--- config.mk ---
export PLATFORM = sky130hd
export DESIGN_NAME = serial_adder_ctrl_flat
export DESIGN_NICKNAME = d
export VERILOG_FILES = /design/src/rtl/serial_adder_ctrl_if.sv /design/src/rtl/serial_adder_ctrl.sv /design/src/flat_wrapper.sv
export SDC_FILE = /design/constraint.sdc
export NUM_CORES = 1
export LEC_CHECK = 0
export BUFFER_PORTS_ARGS = -buffer_cell sky130_fd_sc_hd__buf_2
export CAP_MARGIN = 20
export CORE_ASPECT_RATIO = 2
export CORE_MARGIN = 1
export CORE_UTILIZATION = 47
export CTS_BUF_LIST = sky130_fd_sc_hd__clkbuf_16
export CTS_CLUSTER_DIAMETER = 200
export DETAILED_ROUTE_END_ITERATION = 7
export PLACE_DENSITY = 0.73
export RECOVER_POWER = 25
export SYNTH_ARGS = -nofsm -noshare
export SYNTH_HDL_FRONTEND = slang
export SYNTH_SLANG_ARGS = --single-unit
--- constraint.sdc ---
create_clock -name clk -period 1.2 [get_ports clk]
set_clock_uncertainty 0.1 [all_clocks]
set_input_delay 0.12 -clock clk [delete_from_list [all_inputs] [get_ports clk]]
set_output_delay 0.12 -clock clk [all_outputs]
set_load 0.005 [all_outputs]
--- src/rtl/serial_adder_ctrl_if.sv ---
// ---------------------------------------------------------------------------
// serial_adder_ctrl_if
//   Bundles the operand and result handshakes of the bit-serial adder.
//
//   Handshake rule: a transfer happens on a rising clk edge where valid and
//   ready are both high. Once valid is raised, the payload stays stable until
//   that edge. ready may be high before valid.
//
//   Signals:
//     in_valid / in_ready   operand handshake (a, b, cin)
//     a, b                  WIDTH-bit operands
//     cin                   carry-in for bit 0
//     out_valid / out_ready result handshake (sum, cout)
//     sum                   (a + b + cin) mod 2^WIDTH
//     cout                  carry out of bit WIDTH-1
//     busy                  controller is running or holding a result
//
//   Modports:
//     master  producer of operands and consumer of results
//     slave   the adder controller
// ---------------------------------------------------------------------------
interface serial_adder_ctrl_if #(
   parameter int WIDTH = 8
);
   logic             in_valid;
   logic             in_ready;
   logic [WIDTH-1:0] a;
   logic [WIDTH-1:0] b;
   logic             cin;
   logic             out_valid;
   logic             out_ready;
   logic [WIDTH-1:0] sum;
   logic             cout;
   logic             busy;

   modport master (
      output in_valid, a, b, cin, out_ready,
      input  in_ready, out_valid, sum, cout, busy
   );

   modport slave (
      input  in_valid, a, b, cin, out_ready,
      output in_ready, out_valid, sum, cout, busy
   );
endinterface

--- src/rtl/serial_adder_ctrl.sv ---
// ---------------------------------------------------------------------------
// serial_adder_ctrl
//   Bit-serial adder. It captures two WIDTH-bit operands and a carry-in, then
//   pushes them LSB-first through one full adder, one bit per clock. The full
//   adder is built from two half adders plus an OR for the carry. Sum bits
//   enter the MSB of a right-shifting register, so after WIDTH edges the
//   register holds the complete sum.
//
//   Ports:
//     clk       rising-edge clock
//     rst_n     asynchronous active-low reset
//     sa_if     operand/result handshakes (serial_adder_ctrl_if.slave)
//     state_o   current FSM state (0 IDLE, 1 RUN, 2 DONE) for observation
//
//   Timing: the result is valid WIDTH edges after the accepting edge. It is
//   held until consumed. The controller is back in IDLE on the edge after
//   consumption, so transactions never overlap.
// ---------------------------------------------------------------------------
module serial_adder_ctrl #(
   parameter int WIDTH = 8
) (
   input  logic                clk,
   input  logic                rst_n,
   serial_adder_ctrl_if.slave  sa_if,
   output logic [1:0]          state_o
);
   localparam int CW = $clog2(WIDTH + 1);

   typedef enum logic [1:0] {
      ST_IDLE = 2'd0,
      ST_RUN  = 2'd1,
      ST_DONE = 2'd2
   } state_t;

   state_t           state_q;
   logic             in_ready_q;
   logic             out_valid_q;
   logic             busy_q;
   logic             carry_q;
   logic             carry_d;
   logic [WIDTH-1:0] a_sh_q;
   logic [WIDTH-1:0] b_sh_q;
   logic [WIDTH-1:0] sum_q;
   logic [WIDTH-1:0] sum_d;
   logic [CW-1:0]    cnt_q;
   logic [1:0]       ha0;
   logic [1:0]       ha1;

   // Half adder: returns {carry, sum}.
   function automatic logic [1:0] half_add(input logic x, input logic y);
      return {x & y, x ^ y};
   endfunction

   // One full-adder step on the current LSBs and the running carry.
   always_comb begin
      ha0     = half_add(a_sh_q[0], b_sh_q[0]);
      ha1     = half_add(ha0[0], carry_q);
      carry_d = ha0[1] | ha1[1];
      sum_d   = sum_q >> 1;
      sum_d[WIDTH-1] = ha1[0];
   end

   always_ff @(posedge clk or negedge rst_n) begin
      if (!rst_n) begin
         state_q     <= ST_IDLE;
         in_ready_q  <= 1'b1;
         out_valid_q <= 1'b0;
         busy_q      <= 1'b0;
         carry_q     <= 1'b0;
         a_sh_q      <= '0;
         b_sh_q      <= '0;
         sum_q       <= '0;
         cnt_q       <= '0;
      end else begin
         case (state_q)
            ST_IDLE: begin
               if (sa_if.in_valid) begin
                  a_sh_q     <= sa_if.a;
                  b_sh_q     <= sa_if.b;
                  carry_q    <= sa_if.cin;
                  cnt_q      <= '0;
                  state_q    <= ST_RUN;
                  in_ready_q <= 1'b0;
                  busy_q     <= 1'b1;
               end
            end
            ST_RUN: begin
               sum_q   <= sum_d;
               carry_q <= carry_d;
               a_sh_q  <= a_sh_q >> 1;
               b_sh_q  <= b_sh_q >> 1;
               cnt_q   <= cnt_q + CW'(1);
               // This edge consumes bit WIDTH-1, so the sum is complete after it.
               if (cnt_q == CW'(WIDTH - 1)) begin
                  state_q     <= ST_DONE;
                  out_valid_q <= 1'b1;
               end
            end
            ST_DONE: begin
               if (sa_if.out_ready) begin
                  state_q     <= ST_IDLE;
                  out_valid_q <= 1'b0;
                  in_ready_q  <= 1'b1;
                  busy_q      <= 1'b0;
               end
            end
            default: begin
               state_q     <= ST_IDLE;
               out_valid_q <= 1'b0;
               in_ready_q  <= 1'b1;
               busy_q      <= 1'b0;
            end
         endcase
      end
   end

   assign sa_if.in_ready  = in_ready_q;
   assign sa_if.out_valid = out_valid_q;
   assign sa_if.busy      = busy_q;
   assign sa_if.sum       = sum_q;
   assign sa_if.cout      = carry_q;
   assign state_o         = state_q;
endmodule

--- src/flat_wrapper.sv ---
// flat-port wrapper written by rule: the top's interface ports become plain ports
module serial_adder_ctrl_flat 
#(
   parameter int WIDTH = 8
)
  (clk, rst_n, state_o, sa_if_in_valid, sa_if_a, sa_if_b, sa_if_cin, sa_if_out_ready, sa_if_in_ready, sa_if_out_valid, sa_if_sum, sa_if_cout, sa_if_busy);
  serial_adder_ctrl_if #(.WIDTH(WIDTH)) sa_if_i ();
  input  logic clk;
  input  logic rst_n;
  output logic [1:0] state_o;
  input wire logic [$bits(sa_if_i.in_valid)-1:0] sa_if_in_valid;
  input wire logic [$bits(sa_if_i.a)-1:0] sa_if_a;
  input wire logic [$bits(sa_if_i.b)-1:0] sa_if_b;
  input wire logic [$bits(sa_if_i.cin)-1:0] sa_if_cin;
  input wire logic [$bits(sa_if_i.out_ready)-1:0] sa_if_out_ready;
  output wire logic [$bits(sa_if_i.in_ready)-1:0] sa_if_in_ready;
  output wire logic [$bits(sa_if_i.out_valid)-1:0] sa_if_out_valid;
  output wire logic [$bits(sa_if_i.sum)-1:0] sa_if_sum;
  output wire logic [$bits(sa_if_i.cout)-1:0] sa_if_cout;
  output wire logic [$bits(sa_if_i.busy)-1:0] sa_if_busy;
  assign sa_if_i.in_valid = sa_if_in_valid;
  assign sa_if_i.a = sa_if_a;
  assign sa_if_i.b = sa_if_b;
  assign sa_if_i.cin = sa_if_cin;
  assign sa_if_i.out_ready = sa_if_out_ready;
  assign sa_if_in_ready = sa_if_i.in_ready;
  assign sa_if_out_valid = sa_if_i.out_valid;
  assign sa_if_sum = sa_if_i.sum;
  assign sa_if_cout = sa_if_i.cout;
  assign sa_if_busy = sa_if_i.busy;
  serial_adder_ctrl #(.WIDTH(WIDTH)) u_core (.clk(clk), .rst_n(rst_n), .sa_if(sa_if_i), .state_o(state_o));
endmodule
# Yosys cells after proc, flatten, opt, wreduce, memory -nomap -nowiden
# Index checks and enable logic that the tools add are counted.
dict set report classes {
  eq_ne 6
  n_bitwise 7
  reduce_logical 6
  n_mux 20
  add_sub_neg 1
}
# op count
set ops {}
lappend ops {{one-hot mux 8 bit (2 select lines)} 2}
lappend ops {{2-to-1 mux 8 bit} 2}
lappend ops {{one-hot mux 1 bit (3 select lines)} 3}
lappend ops {{AND reduction 3 bit} 3}
lappend ops {{one-hot mux 4 bit (2 select lines)} 1}
lappend ops {{2-to-1 mux 1 bit} 6}
lappend ops {{2-to-1 mux 2 bit} 3}
lappend ops {{one-hot mux 2 bit (3 select lines)} 1}
lappend ops {{adder 4 x 1 -> 4 bit, second input constant} 1}
lappend ops {{equality test 4 x 3 -> 1 bit, second input constant} 1}
lappend ops {{2-to-1 mux 4 bit} 1}
lappend ops {{inequality test 2 bit, second input constant} 2}
lappend ops {{AND 1 bit} 2}
lappend ops {{equality test 2 x 1 -> 1 bit, second input constant} 1}
lappend ops {{equality test 2 bit, second input constant} 1}
lappend ops {{logical NOT 2 bit} 1}
lappend ops {{inequality test 2 x 1 -> 1 bit, second input constant} 1}
lappend ops {{NOT 1 bit} 2}
lappend ops {{one-hot mux 1 bit (2 select lines)} 1}
lappend ops {{AND reduction 2 bit} 1}
lappend ops {{nonzero test 2 bit} 1}
lappend ops {{bitwise XOR 1 bit} 2}
lappend ops {{bitwise OR 1 bit} 1}
dict set report totals {
  out_inout_bits 14
  inputBits 21
  wordCells 49
  register_bits 34
}

# Depth between registers and ports, before layout
dict set report depth {
  depth_word 4
  mapped_depth 5
  ltp_nobuf 4
}

# Least setup slack after synthesis
# No wires, ideal clock.
dict set report synth_timing {
  path_type {flip-flop to flip-flop}
  startpoint {reg u_core.carry_q (netlist: u_core.sa_if.cout)}
  endpoint {reg u_core.sum_q[7] (netlist: u_core.sa_if.sum[7])}
  t_arrival_ps 1113
  setup_time_ps 125
  setup_slack_ps -138
  required_ps 975
  synth_period_minus_slack_ps 1338
  n_path_buf 0
  stages_incl_launch_ff 3
  path_cell_list {dfrtp_1 fa_1 mux2_2}
}
dict set report synth_via {
  elab_chain_cells 1
}
# item line_no
set synth_lines {}
lappend synth_lines {{start: declaration} serial_adder_ctrl.sv:39} ;# logic carry_q;
lappend synth_lines {{start signal: assignment} serial_adder_ctrl.sv:80} ;# carry_q <= sa_if.cin;
lappend synth_lines {{start signal: assignment} serial_adder_ctrl.sv:89} ;# carry_q <= carry_d;
lappend synth_lines {{bitwise XOR 1 bit} serial_adder_ctrl.sv:51} ;# return {x & y, x ^ y};
lappend synth_lines {{named net u_core.ha1[0]} serial_adder_ctrl.sv:47} ;# logic [1:0] ha1;
lappend synth_lines {{end signal: assignment} serial_adder_ctrl.sv:88} ;# sum_q <= sum_d;
lappend synth_lines {{end: declaration} serial_adder_ctrl.sv:43} ;# logic [WIDTH-1:0] sum_q;
# The timed path passes the listed nets, and every way through them passes these cells.
# A chain may end at the register's enable or synchronous reset.

# Final worst setup path
# Same ends and word-level chain as after synthesis.

==> results.cfg <==
[outcome]
status = finished, violations left
violations = negative setup slack

[sta]
fin_crit_sh_pct = 111
hold_viol = 0
finalSetupViolCount = 31
worstMarginPinSlew_ns = 0.418
fin_tns_setup_ns = -1.89
rsz0062_at_grt = yes
relSlewSlack_pct = 72.1
clock.fmax_mhz = 750
slew_viol_final = 0
hold_slack_ns = 0.0205
timing.final.ws_setup_ns = -0.134
layout_min_cycle_time_ns = 1.33

[yosys]
syn_avg_cell_area_sq_um = 11.2
ys_ff_latch = 34
synth_ff_type = dfrtp_1
yosysSeqAreaShare_pct = 57.5
postSynth.asyncResetShare_pct = 100
ys_types = 25
yosysWarnings = 0
syn_inst = 132
synth_area_sq_mm = 0.00148
synth_nets = 155
synth-edff-count = 0

[layout]
design_area_sq_mm = 0.00221
fin_nets = 215
drive_gt1_share_pct = 55.4
final_core_util_pct = 74.2
diodes = 0
stdcell_count = 223
syn2layout_area_growth_pct = 49.1

[global_routing]
grt_overflow = 0
grt_pass1_wl_mm = 6.01
grt_max_degree = 21
antenna_found_initial = 0
grt.total_usage_pct = 23.9
grt_pass1_vias = 1271

[setup_path]
worstSetupStartpointType = register
slowest_delay_ns = 0.46
cp.arrival_ns = 1.39
crit_type = reg -> reg
cp_max_fo = 2
worst_setup_path_end_kind = register
required_ns = 1.26
slowest_stage = fa_2
critical_path.cell_chain = fa_2, mux2_4

[power]
p_switching_mw = 1.80
combPwrFrac_pct = 43.1
power.leakage_nw = 1.09
internal_power_mw = 3.81
pwr-share-seq_pct = 35.8
swShare_pct = 32.1
irDropWorstVdd_v = 0.00167
p_per_area_mw_per_mm2 = 2540
pwr-share-clk_pct = 21.1

[route]
vias = 1248
remaining_drc_errors = 0
wl_mm = 3.54
postRouteAntennaNets = 0
drtPass1Iterations = 4
first_iter_violations = 32
routedWlPerCell_microns = 15.9
via_per_inst = 5.60

[clock_network]
clock-root-buffer = clkbuf_16
tritoncts = done
cts_sinks = 34
path_clk_slew_ns = 0.05
numCtsBuffers = 5
clk-insertion-delay-late_ns = 0.27
cts-htree-levels = 2
cts_buffer_depth = 2

[die]
start_util_pct = 49.7
die_x_microns = 41.7
fp.dieH_microns = 81.4
rows = 28
core_sq_mm = 0.00298
die_area_sq_mm = 0.00339
io_pins = 35

[placed_design]
place_congestion = 0.740
dpl_cell_area_sq_mm = 0.00180
dpl.hpwl_mm = 2.23
io_buffers = 34
dp.cells = 205

[min_path]
min_path_type = in -> reg

[run]
maxCapViolations = 0
-- layer usage --
layer	track usage [%]	vias up	part of all wire, %
met5	0	-	0
met4	10.6	0	1.7
met3	5.33	6	2.9
met2	43.6	34	57
met1	25.9	616	39
li1	-	592	-
-- synth_stat cells (2+ instances only) --
cell type / number / area (sq um)
o21ai_0: 11 / 55.1
a22oi_1: 16 / 120
dfrtp_1: 33 / 826
nand2_1: 22 / 82.6
buf_2: 3 / 15.0
nor2b_1: 4 / 25.0
inv_1: 2 / 7.51
buf_4: 4 / 30.0
nor2_1: 3 / 11.3
mux2_2: 10 / 113
o21ai_1: 9 / 45.0
a22o_1: 2 / 17.5
-- cell type report --
cell class	count	area (sq um)
timing repair buffer	62	469
clock inverter	3	12.5
clock buffer	5	125
fill	210	769
sequential	34	855
inverter	2	7.51
multi-input combinational	87	702
tap	30	37.5
-- registers in the layout (all words and copies together) (netlist names) --
name,cells
u_core.cnt_q,4
u_core.sa_if.in_ready,1
u_core.sa_if.busy,1
u_core.state_o,2
u_core.sa_if.out_valid,1
u_core.sa_if.cout,1
u_core.b_sh_q,8
u_core.sa_if.sum,8
u_core.a_sh_q,8
-- stage by stage --
stage               power [mW]  setup WS (ns)
floorplan                 2.98         -0.104
global placement          3.56         -0.110
detailed placement        3.67         -0.128
CTS                       5.35         -0.135
global route              5.99         -0.192
finish                    5.61         -0.134
-- worst max-delay path: cells and delay by family, from the launching register on --
kind                     cells  cell delay, ns
multiplexers                 1            0.26
flip-flops                   1            0.40
adder cells (fa/ha/maj)      1            0.46
-- logic make-up (layout without fill, tap and decap cells) --
kind of cell / after synthesis / after routing / share of synthesized area, %
buf+inv: 11 / 72 / 4.56
flops: 34 / 34 / 57.5
compound gates: 43 / 43 / 18.7
mux: 10 / 10 / 7.60
simple gates: 32 / 32 / 9.46
fa+ha+maj: 2 / 2 / 2.20
-- power by group through the flow --
stage                     Combinational (mW)  Sequential [mW]  Clock (mW)
after floorplan                         1.05             1.93           0
after CTS                               2.16             1.98        1.21
final                                   2.42             2.01        1.19
after global routing                    2.64             2.08        1.27
after detailed placement                1.71             1.96           0
after global placement                  1.64             1.92           0
-- worst paths after layout --
kind / endpoint / cells past startpoint / slack (ns) / from
worst min register to register: u_core.sa_if.in_ready / 2 / 0.38 / u_core.sa_if.in_ready
worst min-delay path: u_core.b_sh_q[0] / 3 / 0.02 / sa_if_b[0]
max in group asynchronous: u_core.sa_if.in_ready / 3 / 0.27 / rst_n
min in group asynchronous: u_core.b_sh_q[0] / 2 / 0.21 / rst_n
worst max register to register: u_core.sa_if.sum[7] / 2 / -0.13 / u_core.sa_if.cout
worst max-delay path: u_core.sa_if.sum[7] / 2 / -0.13 / u_core.sa_if.cout
-- what timing repair did --
item,in CTS,in global routing
buffers inserted,3,3
setup endpoints to repair,27,35
gates cloned,3,0
pin swaps,13,8
gates resized for setup,40,24
hold endpoints to repair,33,0
hold buffers,1,0
-- cells in the final DEF (no fill, tap or decap), drive strengths merged, types with 2 or more instances in the layout --
cell type and count:
a22o 2, a22oi 16, buf 60, clkbuf 6, clkinv 2, dfrtp 33
inv 3, mux2 10, nand2 22, nor2 3, nor2b 4, o21ai 20
Power figures use the tool's default switching activity.
